File: config.mk
export PLATFORM = sky130hd
export DESIGN_NAME = occupancy_ctrl
export DESIGN_NICKNAME = d
export VERILOG_FILES = /design/src/rtl/occupancy_ctrl.sv
export SDC_FILE = /design/constraint.sdc
export NUM_CORES = 1
export LEC_CHECK = 0
export ABC_AREA = 0
export ABC_CLOCK_PERIOD_IN_PS = 4200
export BUFFER_PORTS_ARGS = -buffer_cell sky130_fd_sc_hd__buf_2
export CAP_MARGIN = 5
export CORE_UTILIZATION = 52
export CTS_CLUSTER_SIZE = 20
export DETAILED_ROUTE_END_ITERATION = 10
export HOLD_SLACK_MARGIN = 0.03
export PLACE_DENSITY = 0.82
export SYNTH_ARGS = -nofsm -noshare
export SYNTH_HDL_FRONTEND = slang
export SYNTH_SLANG_ARGS = --single-unit
File: constraint.sdc
create_clock -name clk -period 4.2 [get_ports clk]
set_input_delay 0.21 -clock clk [delete_from_list [all_inputs] [get_ports clk]]
set_output_delay 0.21 -clock clk [all_outputs]
set_load 0.005 [all_outputs]
File: src/rtl/occupancy_ctrl.sv
// Occupancy controller: arbitrates entry/exit sensor edges into inc/dec steps for an external BCD counter.
// Edge-to-command latency 2 cycles; at most one command per 3 cycles; edges that arrive while busy are held pending.
module occupancy_ctrl #(
  parameter logic [7:0] CAP_DEFAULT = 8'h99
) (
  input  logic       clk,
  input  logic       clr,
  input  logic       ent_req,
  input  logic       ext_req,
  input  logic       cap_ld,
  input  logic [7:0] cap_in,
  input  logic [3:0] bcd1,
  input  logic [3:0] bcd0,
  output logic       cnt_inc,
  output logic       cnt_dec,
  output logic       cnt_clr_n,
  output logic       ent_grant,
  output logic       ent_deny,
  output logic       ext_grant,
  output logic       ext_err,
  output logic       full,
  output logic       empty,
  output logic       busy
);

  typedef enum logic [1:0] {IDLE, ISSUE, SETTLE} state_t;

  state_t     state, state_nxt;
  logic       ent_prev, ext_prev;
  logic       ent_pend, ext_pend;
  logic       ent_rise, ext_rise;
  logic       clr_ent, clr_ext;
  logic       last_ent, last_ent_nxt;
  logic       dir_ext, dir_ext_nxt;
  logic       deny_nxt, err_nxt;
  logic       sel_ext;
  logic [7:0] cap;

  function automatic logic [3:0] sat9(input logic [3:0] d);
    return (d > 4'd9) ? 4'd9 : d;
  endfunction

  assign ent_rise = ent_req & ~ent_prev;
  assign ext_rise = ext_req & ~ext_prev;

  assign full  = (bcd1 > cap[7:4]) || ((bcd1 == cap[7:4]) && (bcd0 >= cap[3:0]));
  assign empty = ({bcd1, bcd0} == 8'h00);
  assign busy  = (state != IDLE) || ent_pend || ext_pend;

  assign cnt_inc   = (state == ISSUE) && !dir_ext;
  assign cnt_dec   = (state == ISSUE) &&  dir_ext;
  assign ent_grant = cnt_inc;
  assign ext_grant = cnt_dec;
  assign cnt_clr_n = ~clr;

  always_comb begin
    state_nxt    = state;
    last_ent_nxt = last_ent;
    dir_ext_nxt  = dir_ext;
    clr_ent      = 1'b0;
    clr_ext      = 1'b0;
    deny_nxt     = 1'b0;
    err_nxt      = 1'b0;
    sel_ext      = 1'b0;
    case (state)
      IDLE: begin
        if (ent_pend || ext_pend) begin
          sel_ext = ext_pend && (!ent_pend || last_ent);
          // Round-robin pointer only moves when both sides actually contended.
          if (ent_pend && ext_pend)
            last_ent_nxt = !sel_ext;
          if (sel_ext) begin
            clr_ext = 1'b1;
            if (empty) begin
              err_nxt = 1'b1;
            end else begin
              dir_ext_nxt = 1'b1;
              state_nxt   = ISSUE;
            end
          end else begin
            clr_ent = 1'b1;
            if (full) begin
              deny_nxt = 1'b1;
            end else begin
              dir_ext_nxt = 1'b0;
              state_nxt   = ISSUE;
            end
          end
        end
      end
      ISSUE:   state_nxt = SETTLE;
      SETTLE:  state_nxt = IDLE;
      default: state_nxt = IDLE;
    endcase
  end

  always_ff @(posedge clk) begin
    // Sensor levels are tracked through reset so a level held high yields no edge.
    ent_prev <= ent_req;
    ext_prev <= ext_req;
    if (clr) begin
      state    <= IDLE;
      ent_pend <= 1'b0;
      ext_pend <= 1'b0;
      last_ent <= 1'b0;
      dir_ext  <= 1'b0;
      ent_deny <= 1'b0;
      ext_err  <= 1'b0;
      cap      <= CAP_DEFAULT;
    end else begin
      state    <= state_nxt;
      last_ent <= last_ent_nxt;
      dir_ext  <= dir_ext_nxt;
      ent_deny <= deny_nxt;
      ext_err  <= err_nxt;
      // A rise on an already-pending side is dropped; a clear in the same cycle wins.
      ent_pend <= ent_pend ? ~clr_ent : ent_rise;
      ext_pend <= ext_pend ? ~clr_ext : ext_rise;
      if (cap_ld)
        cap <= {sat9(cap_in[7:4]), sat9(cap_in[3:0])};
    end
  end

endmodule

==> results.md <==
- Outcome: complete, but fails checks
- Failing checks: DRC
- FMAX: 0.497 GHz
- TritonCTS Buffers: 3
- Clk sinks: 18
- VDD IR max: 178 uV
- Source of the worst hold timing path: cap_in[3]
- Crit-path max FO: 4
- Die area: 1920 sq um
- Ant diodes: 0
- Most frequent cells in the layout: buf_2, dfxtp_1, inv_1, nand2_1, ha_1
- Largest net degree at the start of global routing: 17
- Htree depth: 1
- Die X: 43.9 um
- Setup-failing EPs final: 0
- Leak: 0.546 nW
- Minimum clock period: 2010 ps
- Worst-Skew Late Latency: 290 ps
- CP top delay family: compound AO/OA/AOI/OAI gates
- Design area: 1110 sq um
- GR Overflow Total: 0
- Final #Nets: 169
- Deepest clock path buffer count: 2
- Layout cells sized above 1: 27.3%
- FF-to-FF setup slack: 2370 ps
- Avg Cell Area, Syn: 8.43 sq um
- Unique masters post-synth: 29
- Final core occ: 70.5%
- Placed inst area: 1050 sq um
- Seq cells post-synth: 18
- Multi-input logic area: 475 sq um
- Reg2reg end: dir_ext
- Synthesized netlist cell count: 108
- CTS tree: built
- Initial cell density of the core: 57.8%
- Worst R2R Path Depth: 6
- Final Max Slew Viols: 0
- Number of enable flip-flop cells after synthesis: 0
- Initial DRC Count: 8
- Tcrit/Tclk final: 47.9%
- Final Hold Slack: 179 ps
- DRC viols: 1
- Placer Congestion: 0.798
- Slew headroom: 72.3%
- Worst path bufs/invs: 2
- Fill cell count: 138
- Vert. Die Dim: 43.9 um
- Sequential Area: 360 sq um
- Setup Skew: 7.81 ps
- Vias/cell: 5.32
- Worst slew pin tran: 412 ps
- Critical path's slowest cell: a2111oi_0
- Crit path DAT: 1800 ps
- Area grow syn2layout: 22.0%
- Num rows: 14
- Cell Chain, Critical Path: inv_1 > ha_1 > a2111oi_0 > o21ai_0 > o31a_1 > buf_2
- DRT Wirelength: 1.86 mm
- Clk slew on worst S/H paths: 100 ps
- First-pass GRT wire length: 3.12 mm
- Initial antenna violation count: 0
- Setup repair bufs after CTS: 0
- Commonest non-fill, non-tap cell in the layout: buf_2
- Max-cap viol count: 0
- Top Ports: 31
- Syn Nets: 137
- Synth warn: 0
- Vias in the first global route: 782
- DRT antenna net count: 0
- Critical path class: reg -> out
- Root buf cell: clkbuf_4
- Final TNS setup: 0 ps
- Drt first pass iters: 7
- Primary FF master, synth: dfxtp_1
- Worst Setup End Kind: output pin
- Sequential share of the synthesized area: 39.6%
- Wire per inst: 12.0 um
- Min-Delay Path Class: in -> reg
- Startpoint Class: flop
- Via count: 825
- Final count of hold timing violations: 0
- Power per cell area: 319 nW/um^2
- RSZ-0062 raised after global routing: false
- Buffers added on ports: 30
- Syn Std Cell Area: 911 sq um
- Reg2reg start: cap[3]
- DP HPWL: 1.46 mm
- Min-Delay Path Depth: 3
- Total track usage: 22.2%
- Hold Path End: cap[3]
- Critical Path RT: 3990 ps
- Async SR Flop Fraction: 0%
- CORE AREA: 1580 sq um
- Crit-path max cell delay: 360 ps
## metrics by stage
step | std cells | setup WS, ps | total power [mW]
after floorplan | 108 | 2420 | 0.227
after global placement | 149 | 2280 | 0.249
after detailed placement | 149 | 2240 | 0.252
after CTS | 154 | 2180 | 0.358
after global routing | 155 | 2010 | 0.379
final | 155 | 2190 | 0.355
## worst register-to-register path, delay by kind of cell (launching register included)
kind | cells | cell delay (ps)
DFF | 1 | 320
buffers and inverters | 1 | 60
AOI/OAI and AO/OA | 4 | 1040
adders and majority gates | 1 | 310
## cells in the mapped netlist (all sizes together), types with 2 or more instances
cell / count / share of area (%)
a21oi: 6 / 3.3
and2: 4 / 2.7
and3: 2 / 1.4
buf: 2 / 1.6
clkbuf: 3 / 1.2
dfxtp: 18 / 40
ha: 8 / 11
inv: 13 / 5.4
nand2: 11 / 4.5
nand2b: 3 / 2.1
nand3: 2 / 1.1
nand3b: 3 / 2.9
nor2: 7 / 2.9
nor2b: 2 / 1.4
nor3: 3 / 1.6
o211ai: 2 / 1.6
o21ai: 5 / 2.7
o22ai: 4 / 2.7
or4: 2 / 2.1
## kinds of logic (layout without fill, tap and decap cells)
logic type	Yosys count	count (layout)	share of synthesized area, %
adders and majority gates	8	8	11.0
and+or+nand+nor	42	42	25.8
AOI/OAI and AO/OA	21	21	14.4
xor gates and xnor gates	1	1	0.962
DFF	18	18	39.6
buffers and inverters	18	49	8.24
## layout make-up
type	instances	share of cell area, %
flip-flops and latches	18	32.4
clock buffers	4	3.27
repair buffers	32	15.3
inverters	13	4.39
multi-input cells	72	42.8
well taps	16	1.80
## repair_timing
item                                   in CTS  in global routing
gates resized for setup                     0                  0
endpoints found under the hold margin       1                  1
hold buffers                                1                  1
## routing by layer
metal | track usage (%) | vias up | routed length [um]
met4 | 9.09 | 0 | 13
met3 | 4.17 | 2 | 81
met1 | 24.9 | 370 | 814
met5 | 0 | - | 0
li1 | - | 432 | -
met2 | 40.6 | 21 | 954
## state kept, by name (all words and copies together), names as in the netlist
signal,flops
cap,8
dir_ext,1
ent_deny,1
ent_pend,1
ent_prev,1
ext_err,1
ext_pend,1
ext_prev,1
last_ent,1
state,2
## where the power goes
group	leakage (nW)	internal (mW)	switching (mW)	total [mW]
clock network	0.0210	0.0528	0.0516	0.104
registers	0.148	0.180	0.00524	0.185
logic	0.377	0.0312	0.0343	0.0655
## worst max-delay path by stage
stage	startpoint	to	slack, ps	depth (start not counted)
floorplan	bcd0[2]	dir_ext	2420	5
global placement	bcd0[2]	dir_ext	2280	6
detailed placement	bcd0[2]	dir_ext	2240	6
CTS	cap[3]	full	2180	6
global route	cap[7]	full	2010	7
finish	cap[3]	full	2190	6
No activity file was read; power rests on OpenSTA's default activity.
